File: src/rtl/regs_arbiter.sv
// rtl/regs_arbiter.sv - two-requester round-robin arbiter in front of a register file, with software clear
//
// Purpose:
//   Grants at most one of two requesters per cycle onto a register file with
//   two registered read ports and one write port. A granted request presents
//   its read indices to the file in the grant cycle; the read response is
//   returned one cycle later on rsp_valid/rsp_data_a/rsp_data_b. A software
//   clear walks every register index writing zero, one index per cycle, while
//   all requesters are held off.
//
// Optional feature (macro REGS_ARBITER_BYPASS_EN):
//   When defined, a grant whose read index equals its own write index (with
//   req_write set) returns the written data instead of the file's pre-write value.
//
// Ports:
//   clk, rst                      clock; synchronous active-high reset
//   req_valid[1:0], req_ready[1:0] per-requester handshake, bit i = requester i
//   req_write[1:0]                requester i also writes when set
//   req_idx_a/b/w[2*CB-1:0]       per-requester read A/B and write index, slice [i*CB +: CB]
//   req_data[2*WORD_SIZE-1:0]     per-requester write data, slice [i*WORD_SIZE +: WORD_SIZE]
//   rsp_valid[1:0], rsp_data_a/b  read response, one cycle after the grant, no backpressure
//   rf_*                          register file write port and registered read ports
//   clear_start, clear_busy       software clear request / clear in progress

`timescale 1ns/1ps

module regs_arbiter #(
    parameter int WORD_SIZE = 16,
    parameter int COUNT     = 32,
    parameter int CB        = $clog2(COUNT)
) (
    input  logic                   clk,
    input  logic                   rst,
    input  logic [1:0]             req_valid,
    output logic [1:0]             req_ready,
    input  logic [1:0]             req_write,
    input  logic [2*CB-1:0]        req_idx_a,
    input  logic [2*CB-1:0]        req_idx_b,
    input  logic [2*CB-1:0]        req_idx_w,
    input  logic [2*WORD_SIZE-1:0] req_data,
    output logic [1:0]             rsp_valid,
    output logic [WORD_SIZE-1:0]   rsp_data_a,
    output logic [WORD_SIZE-1:0]   rsp_data_b,
    output logic [WORD_SIZE-1:0]   rf_data_in,
    output logic [CB-1:0]          rf_idx_write,
    output logic                   rf_en_write,
    output logic [CB-1:0]          rf_idx_out_a,
    output logic [CB-1:0]          rf_idx_out_b,
    input  logic [WORD_SIZE-1:0]   rf_data_out_a,
    input  logic [WORD_SIZE-1:0]   rf_data_out_b,
    input  logic                   clear_start,
    output logic                   clear_busy
);

    typedef enum logic {
        ARB   = 1'b0,
        CLEAR = 1'b1
    } state_t;

    state_t                state;
    state_t                state_next;

    // rr names the requester that wins when both are valid.
    logic                  rr;
    logic [CB-1:0]         counter;
    logic [1:0]            rsp_q;

    logic [1:0]            grant;
    logic                  granted;
    logic                  win;

    logic [CB-1:0]         sel_idx_a;
    logic [CB-1:0]         sel_idx_b;
    logic [CB-1:0]         sel_idx_w;
    logic [WORD_SIZE-1:0]  sel_data;
    logic                  sel_write;

    logic [WORD_SIZE-1:0]  read_a;
    logic [WORD_SIZE-1:0]  read_b;

    // ------------------------------------------------------------------
    // Arbitration: a requester wins if it is valid and either the other
    // is idle or it holds the round-robin priority. No grants in CLEAR or
    // while reset is asserted.
    // ------------------------------------------------------------------
    always_comb begin
        grant = 2'b00;
        if (!rst && state == ARB) begin
            if (req_valid[0] && (!req_valid[1] || !rr)) begin
                grant = 2'b01;
            end else if (req_valid[1]) begin
                grant = 2'b10;
            end
        end
    end

    assign granted = |grant;
    assign win     = grant[1];

    // Winner's request fields; selection defaults to requester 0 when idle.
    assign sel_idx_a = win ? req_idx_a[CB +: CB] : req_idx_a[0 +: CB];
    assign sel_idx_b = win ? req_idx_b[CB +: CB] : req_idx_b[0 +: CB];
    assign sel_idx_w = win ? req_idx_w[CB +: CB] : req_idx_w[0 +: CB];
    assign sel_data  = win ? req_data[WORD_SIZE +: WORD_SIZE] : req_data[0 +: WORD_SIZE];
    assign sel_write = win ? req_write[1] : req_write[0];

    // ------------------------------------------------------------------
    // FSM: state register
    // ------------------------------------------------------------------
    always_ff @(posedge clk) begin
        if (rst) begin
            state <= ARB;
        end else begin
            state <= state_next;
        end
    end

    // ------------------------------------------------------------------
    // FSM: next state. clear_start is only looked at in ARB, so a request
    // arriving during CLEAR is dropped rather than restarting the sweep.
    // ------------------------------------------------------------------
    always_comb begin
        state_next = state;
        case (state)
            ARB: begin
                if (clear_start) begin
                    state_next = CLEAR;
                end
            end
            CLEAR: begin
                if (counter == CB'(COUNT - 1)) begin
                    state_next = ARB;
                end
            end
            default: state_next = ARB;
        endcase
    end

    // ------------------------------------------------------------------
    // FSM: outputs. Reset forces the write enable low immediately so an
    // interrupted clear never lands another zero.
    // ------------------------------------------------------------------
    always_comb begin
        req_ready    = grant;
        rf_idx_out_a = sel_idx_a;
        rf_idx_out_b = sel_idx_b;
        rf_en_write  = 1'b0;
        rf_idx_write = sel_idx_w;
        rf_data_in   = sel_data;
        clear_busy   = 1'b0;
        if (!rst) begin
            if (state == CLEAR) begin
                clear_busy   = 1'b1;
                rf_en_write  = 1'b1;
                rf_idx_write = counter;
                rf_data_in   = '0;
            end else begin
                rf_en_write  = granted && sel_write;
            end
        end
    end

    // ------------------------------------------------------------------
    // Datapath state: priority pointer, clear counter, response pipeline.
    // The counter sits at zero in ARB so CLEAR always starts from index 0.
    // rsp_q keeps running in CLEAR, so a read granted on the entry cycle
    // still delivers its response.
    // ------------------------------------------------------------------
    always_ff @(posedge clk) begin
        if (rst) begin
            rr      <= 1'b0;
            counter <= '0;
            rsp_q   <= 2'b00;
        end else begin
            if (granted) begin
                rr <= ~win;
            end
            if (state == CLEAR && state_next == CLEAR) begin
                counter <= counter + CB'(1);
            end else begin
                counter <= '0;
            end
            rsp_q <= grant;
        end
    end

`ifdef REGS_ARBITER_BYPASS_EN
    // Remember whether the response must substitute the data written in
    // the grant cycle, since the file returns the pre-write value then.
    logic                 byp_a;
    logic                 byp_b;
    logic [WORD_SIZE-1:0] byp_data;

    always_ff @(posedge clk) begin
        if (rst) begin
            byp_a    <= 1'b0;
            byp_b    <= 1'b0;
            byp_data <= '0;
        end else begin
            byp_a    <= granted && sel_write && (sel_idx_a == sel_idx_w);
            byp_b    <= granted && sel_write && (sel_idx_b == sel_idx_w);
            byp_data <= sel_data;
        end
    end

    assign read_a = byp_a ? byp_data : rf_data_out_a;
    assign read_b = byp_b ? byp_data : rf_data_out_b;
`else
    assign read_a = rf_data_out_a;
    assign read_b = rf_data_out_b;
`endif

    // Response outputs are held at zero when no response is presented.
    assign rsp_valid  = rst ? 2'b00 : rsp_q;
    assign rsp_data_a = (|rsp_valid) ? read_a : '0;
    assign rsp_data_b = (|rsp_valid) ? read_b : '0;

endmodule
File: config.mk
export PLATFORM = sky130hd
export DESIGN_NAME = regs_arbiter
export DESIGN_NICKNAME = d
export VERILOG_FILES = /design/src/rtl/regs_arbiter.sv
export SDC_FILE = /design/constraint.sdc
export NUM_CORES = 1
export LEC_CHECK = 0
export CORE_MARGIN = 4
export CORE_UTILIZATION = 26
export DETAILED_ROUTE_END_ITERATION = 6
export PLACE_DENSITY_LB_ADDON = 0.05
export SLEW_MARGIN = 5
export SYNTH_ARGS = -nofsm -noshare
export SYNTH_HDL_FRONTEND = slang
export SYNTH_SLANG_ARGS = --single-unit
File: constraint.sdc
create_clock -name clk -period 4.9 [get_ports clk]
set_input_delay 1.47 -clock clk [delete_from_list [all_inputs] [get_ports clk]]
set_output_delay 1.47 -clock clk [all_outputs]
set_load 0.05 [all_outputs]
# After elaboration in Yosys (flattened, before gate mapping)

Cells that the tools add are included.

Output and inout bits: 69
Register bits: 9
Bits of input ports: 101
Logic and storage cells: 42

Bitwise logic cells: 3
Equal/unequal tests: 1
Mux-type cells: 22
$add $sub $neg: 1
Reductions and logical operators: 11

Operator list:

| cell                | count |
|---|---|
| $mux 16             | 5 |
| $mux 5              | 5 |
| $mux 2              | 4 |
| $mux 1              | 7 |
| $reduce_or 2->1     | 3 |
| $add 5x1->5 const B | 1 |
| $eq 5x5->1 const B  | 1 |
| $logic_and 1x1->1   | 4 |
| $logic_not 1->1     | 3 |
| $not 1->1           | 3 |
| $pmux 1 s2          | 1 |
| $logic_or 1x1->1    | 1 |

# Longest topological paths before layout

Word-level depth: 9
Gate-level depth with buffers: 7
Depth with buffers taken out: 6

# Worst setup path after synthesis

OpenSTA, ideal clock, no wires.

Path kind: input to output
From: input port rst
To: output port rf_en_write
Required time: 3.430 ns
Slack: 0.133 ns
Path buffers: 2
Cell stages on the path: 5
Data arrival time: 3.297 ns
Path through: buf_4 > nor3b_4 > nand2_4 > buf_6 > a211oi_1

Word-level cells in the longest chain between the ends: 7
Elaborated cells between the ends (all ways): 8
Classes of those cells: mux (4); reduce/logical (4)

RTL lines:

| what                                      | line    | source |
|---|---|---|
| from (decl)                               | 33      | `input logic rst,` |
| $logic_not 1->1                           | -       |  |
| $logic_and 1x1->1                         | 88      | `if (!rst && state == ARB) begin` |
| $mux 2                                    | 88      |  |
| $reduce_or 2->1 or $mux 1 (tied branches) | 97, 105 |  |
| $logic_and 1x1->1                         | 158     | `rf_en_write = granted && sel_write;` |
| $mux 1                                    | 152     | `if (state == CLEAR) begin` |
| $mux 1 (*)                                | 151     | `if (!rst) begin` |
| to (decl)                                 | 46      | `output logic rf_en_write,` |

Every way passes the cells marked *; elsewhere a longest branch is shown, timed or not.

# Final worst setup path

From: input port rst
To: output port rf_data_in[12]

Word-level cells in the longest chain between the ends: 6

RTL lines:

| what              | line | source |
|---|---|---|
| $logic_not 1->1   | -    |  |
| $logic_and 1x1->1 | 88   |  |
| $mux 2            | 88   |  |
| $mux 16           | 104  | `assign sel_data = win ? req_data[WORD_SIZE +: WORD_SIZE] : req_data[0 +: WORD_SIZE];` |
| $mux 16           | 152  |  |
| $mux 16 (*)       | 151  |  |
| to (decl)         | 44   | `output logic [WORD_SIZE-1:0] rf_data_in,` |

Marked as above.

==> impl_metrics.tcl <==
set metrics [dict create \
    antenna_found_initial 0 \
    synth_compound_area_frac 0.1965 \
    critical_path_depth 6 \
    nNetsFinal 434 \
    ctsRootBufferMaster "clkbuf_8" \
    flow.area_growth_from_synthesis_pct 193.8 \
    tightestPinTransition_ns 0.5069 \
    synth_fa_ha_area_frac 0.02079 \
    place_area_mm2 0.003491 \
    crit_chain "clkdlybuf4s50_1, nand2b_1, inv_1, buf_4, a21oi_1, buf_12" \
    clock-sinks 9 \
    relSlewSlack 0.6575 \
    cp.required_ns 3.43 \
    io_pins 170 \
    synth-simple-area-share 0.4179 \
    p_leak_nw 1.481 \
    end_kind "output port" \
    rsz0062_at_grt "no" \
    drive_gt1_frac 0.2788 \
    ys.flop_type "dfxtp_1" \
    min_path_type "reg -> reg" \
    place_ws_ns 0.2902 \
    crit_start "rst" \
    post_cts_buffers 0 \
    fin_skew_ns 0.004874 \
    synthArstFlopShare 0 \
    slew_violations 0 \
    powerDensity_mw_per_mm2 162.3 \
    netlist_instances 166 \
    setup_ws_ns 0.2772 \
    syn-num-nets 269 \
    fmax_mhz 216.3 \
    reg2reg_slack_ns 3.35 \
    yosysWarnings 0 \
    vdd_drop_max_v 0.0001837 \
    syn-cell-area_mm2 0.001204 \
    num_rows 24 \
    path_max_fanout 18 \
    syn_avg_cell_area_um2 7.251 \
    grt_pass1_wl_um 9432 \
    crit_type "in -> out" \
    cts_tree "done" \
    setup-tns-final_ns 0 \
    cap_violations 0 \
    place.gp.congestion 0.8323 \
    crit_family "buffers and inverters" \
    yosys.area.top_type "and2_1" \
    critPathLaunchType "primary input" \
    die_h_um 76.04 \
    worstSkewPairLatency_ns 0.23 \
    htreeDepth 1 \
    ys_seq_elements 9 \
    synth_mux_area_frac 0.1081 \
    cts_resized 0 \
    clk_path_buf_depth 2 \
    viasPerCell 4.825 \
    synth_top_family_by_area "simple AND/OR/NAND/NOR gates" \
    overflow 0 \
    die-area_mm2 0.005782 \
    core_area_mm2 0.004414 \
    grt_usage 0.1952 \
    synth_most_common_cell "and2_1" \
    grt_pass1_vias 1697 \
    ff2ff_path_depth 4 \
    path_buf_inv 4 \
    synth_area_leaders "and2_1 (19%), dfxtp_1 (15%), mux2_2 (7.5%), a21oi_1 (7.1%), nand3_1 (7.1%)" \
    period_minus_slack_ns 4.623 \
    synth_common_cells "and2_1 (37), a21oi_1 (17), nand3_1 (17), o21ai_0 (17), dfxtp_1 (9)" \
    grt_max_degree 23 \
    drcViolationCount 0 \
    antenna_left 0 \
    worst_path_largest_cell_delay_ns 0.56 \
    first_pass_iters 4 \
    finalHoldViolCount 0 \
    clk_pin_slew_ns 0.04 \
    num_vias 1843 \
    fp.dieW_um 76.04 \
    outcome "finished, final reports clean" \
    synth_top_area_frac 0.1923 \
    crit_end "rf_data_in[12]" \
    wire_per_inst_um 16.38 \
    cts_hold_buffers 0 \
    finalSetupViolCount 0 \
    period_share 0.9434 \
    design_area_mm2 0.003536 \
    diodes 0 \
    synth_xor_area_frac 0.01455 \
    yosysSeqAreaShare 0.1497 \
    r2r-start "state" \
    wl_um 6257 \
    drt_iter0_drc 41 \
    rr_endpoint "counter[4]" \
    initial_core_util 0.2727 \
    synth-edff-count 0 \
    place_hpwl_um 5413 \
    cp_slowest_cell "clkdlybuf4s50_1" \
    numPortBuffers 169 \
    numCtsBuffers 3 \
    synth_cell_type_count 31 \
    arrival_ns 3.15 \
]
-- power breakdown --
part	leakage (nW)	switching, W	internal [W]
sequential	0.0736	0.00000351	0.0000762
clock	0.0228	0.0000280	0.0000566
combinational	1.38	0.000198	0.000211
-- cell type report --
type / count / area (µm²)
multi-input cells: 137 / 912.1
repair buffers: 175 / 2315
fillers: 282 / 878.3
inverters: 5 / 18.77
well taps: 52 / 65.06
clock buffers: 4 / 45.04
flip-flops and latches: 9 / 180.2
-- worst min-delay path by stage --
stage	startpoint	slack (ns)	to	depth (start not counted)
detailed placement	counter[0]	0.48	counter[0]	1
CTS	counter[0]	0.49	counter[0]	1
global placement	rr	0.49	rr	2
floorplan	counter[0]	0.45	counter[0]	1
finish	counter[0]	0.49	counter[0]	1
global route	counter[0]	0.52	counter[0]	1
-- stage by stage --
| step | hold slack, ns | total power, W | util | instances |
|---|---|---|---|---|
| 2_1_floorplan | 0.4535 | 0.0002662 | - | 166 |
| 3_3_place_gp | 0.4865 | 0.0004875 | 0.7908 | 378 |
| 3_5_place_dp | 0.4832 | 0.0004923 | 0.7908 | 378 |
| 4_1_cts | 0.4894 | 0.0005774 | 0.8010 | 382 |
| 5_1_grt | 0.5237 | 0.0005941 | 0.8010 | 382 |
| 6_report | 0.4932 | 0.0005740 | 0.8010 | 382 |
-- routing by layer --
layer / GRT usage / part of all wire / vias up
met4: 0.01068 / 0.0030 / 0
met3: 0.03783 / 0.055 / 2
met5: 0 / 0 / -
met1: 0.2274 / 0.37 / 854
li1: - / - / 910
met2: 0.3776 / 0.57 / 77
-- cells by family after synthesis --
group           Yosys count
simple gates             81
compound gates           41
buf+inv                  20
mux                      11
flops                     9
xor+xnor                  2
fa+ha+maj                 2
-- cell usage in the layout, fill, tap and decap left out --
cell type,n
nor2_1,4
nor2b_1,2
nor3b_4,1
a21oi_1,17
a211oi_1,1
buf_4,15
and2b_1,1
mux2i_1,1
dfxtp_1,9
a221o_1,5
and3_1,8
ha_1,2
nand2_4,1
buf_12,60
or3b_4,1
clkdlybuf4s50_1,100
or3b_2,1
clkbuf_8,3
clkbuf_1,1
o21ai_0,17
nor3_1,3
nand2b_1,2
and2_1,37
xor2_1,1
xnor2_1,1
nand3_1,17
nand2_1,1
mux2_2,8
nor4bb_1,2
inv_1,5
a221oi_1,1
mux2_4,2
-- state kept, by name, summed over array words and instances, names as in the netlist --
| signal | cells |
|---|---|
| counter | 5 |
| rr | 1 |
| rsp_q | 2 |
| state | 1 |
Power figures use the tool's default switching activity.
==> RTL change (same settings) <==
The option `REGS_ARBITER_BYPASS_EN` is turned on by a define.
--- a/src/rtl/regs_arbiter.sv
+++ b/src/rtl/regs_arbiter.sv
@@ -25,2 +25,4 @@
 `timescale 1ns/1ps
+
+`define REGS_ARBITER_BYPASS_EN
 
Behaviour: not the same (Yosys sat finds a counterexample within 4 cycles, from zero or initial values and one cycle with rst high).
==> RTL change against the original RTL <==
- wire length grew 39%
- total power grew 47%
- design area grew 27%
- largest power group unchanged
- worst setup slack lost 0.058 ns
- hold slack gained 0.0040 ns
- area after synthesis grew 73%
- sequential cell count grew 18
- global-route usage shrank 1.6 points
==> RTL change: results <==
group,metric,value,unit
run_status,outcome,"complete, no violations",
min_path,hold_path.class,"reg2reg",
place,post-place-ws,0.2257,ns
clock_network,cts_inserted_buffers,3,
worst_setup_path,crit_path_start,"rst",
final_layout,largest_registers,"byp_data x16, counter x5, rsp_q x2",
global_route,grt_usage,0.1795,
job,maxCapViolations,0,
routing,vias_per_cell,4.568,
routing,dr.first_iter.drc_count,65,
routing,routed_wl,8720,um
global_route,antenna_found_initial,0,
routing,wl_met2,4391,um
routing,drt-met1-wl,3560,um
synth,yosysUniqueCellTypes,38,
clock_network,clkSlewWorstSetupHoldPaths,0.09,ns
global_route,grt_max_degree,33,
final_layout,finish.net_count,537,
synth,synthTopCellsByArea,"dfxtp_1 (26%), mux2i_1 (23%), nor2_1 (13%)",
place,dp_hpwl,7388,um
worst_setup_path,r2r-start,"state$_SDFF_PP0_",
worst_setup_path,reg2regPathDepth,6,
timing,setup_ws,0.2194,ns
routing,highest-signal-layer,"met4",
synth,synth_warnings,0,
final_layout,layout-drive-gt1-share,0.2055,
synth,yosysSeqAreaShare,0.2599,
place,place.gp.congestion,0.8462,
timing,tightest_slew,1.024,ns
power,irDropWorstVdd,0.09925,mV
final_layout,diodes,0,
worst_setup_path,cp.arrival,3.21,ns
clock_network,clk_path_buf_depth,2,
clock_network,htreeDepth,1,
synth,synth_ff_type,"dfxtp_1",
clock_network,worstSkewPairLatency,0.27,ns
worst_setup_path,r2r_slack,3.34,ns
synth,ys_top_cells_by_count,"nor2_1 (72), mux2i_1 (48), nand2_1 (38)",
synth,ys_async_sr_fraction,0,
global_route,grt_pass1_vias,2536,
global_route,grt_pass1_wl,13740,um
clock_network,ctsResizeCount,0,
place,port_buffers,169,
worst_setup_path,setup.worst_path.end,"rf_idx_write[3]",
routing,routed-wl-met3,717,um
synth,syn_nets,373,
power,p_leak,1.894,nW
timing,finalClockSkew,0.007408,ns
worst_setup_path,r2r_end,"byp_b$_SDFF_PP0_",
global_route,overflow,0,
worst_setup_path,cp_max_fo,29,
[RTL change: cell count changes after synthesis, moves of 8 or more]
| cell | before | now |
|---|---|---|
| nand2_1 | 1 | 38 |
| and2_1 | 37 | 0 |
| xnor2_1 | 1 | 13 |
| o21ai_0 | 17 | 3 |
| mux2i_1 | 1 | 48 |
| nor2_1 | 4 | 72 |
| a21oi_1 | 17 | 4 |
| dfxtp_1 | 9 | 27 |
| mux2_2 | 8 | 0 |
| nand3_1 | 17 | 3 |
[RTL change: layer usage]
metal  vias to the layer above  global-route usage
met5                         -                   0
met3                         4             0.05312
li1                       1223                   -
met1                      1109              0.2143
met2                       108              0.3237
met4                         0             0.02556
[RTL change: stage by stage]
stage / std cells / area, um2
after floorplan: 270 / 2082
after global placement: 531 / 4441
after detailed placement: 531 / 4441
after CTS: 535 / 4489
after global routing: 535 / 4489
final: 535 / 4489
[RTL change: power breakdown]
group / internal, W / switching, W
clock: 0.0000577 / 0.0000725
combinational: 0.000235 / 0.000236
sequential: 0.000231 / 0.00000904
[RTL change: kinds of logic after synthesis]
| kind of cell | count (synthesis) | share of synthesized area |
|---|---|---|
| buffers and inverters | 24 | 0.06980 |
| multiplexers | 48 | 0.2310 |
| adder cells (fa/ha/maj) | 2 | 0.01203 |
| AO/OA/AOI/OAI | 22 | 0.09507 |
| XOR/XNOR | 18 | 0.07581 |
| AND/OR/NAND/NOR | 129 | 0.2563 |
| flip-flops | 27 | 0.2599 |
[RTL change: area by class of cell]
class	instances	area (um2)
clock buffers	3	41.29
clock inverters	1	7.507
fillers	686	3278
inverters	7	38.79
multi-input cells	219	1399
flip-flops and latches	27	540.5
well taps	102	127.6
repair buffers	176	2335
[RTL change: how the worst min path moves through the flow]
| stage | start | endpoint | slack [ns] | cells past startpoint |
|---|---|---|---|---|
| final | counter[0]$_SDFF_PP0_ | counter[0]$_SDFF_PP0_ | 0.50 | 1 |
| after CTS | counter[0]$_SDFF_PP0_ | counter[0]$_SDFF_PP0_ | 0.50 | 1 |
| after floorplan | counter[0]$_SDFF_PP0_ | counter[0]$_SDFF_PP0_ | 0.46 | 1 |
| after global routing | counter[0]$_SDFF_PP0_ | counter[0]$_SDFF_PP0_ | 0.52 | 1 |
| after global placement | counter[0]$_SDFF_PP0_ | counter[0]$_SDFF_PP0_ | 0.49 | 1 |
| after detailed placement | counter[0]$_SDFF_PP0_ | counter[0]$_SDFF_PP0_ | 0.49 | 1 |
[RTL change: critical path: stages]
cell	delay, ns
clkdlybuf4s50_1	0.51
nor2_2	0.19
nand3_2	0.13
buf_12	0.20
inv_12	0.12
nand2_1	0.07
a31oi_1	0.32
buf_12	0.18
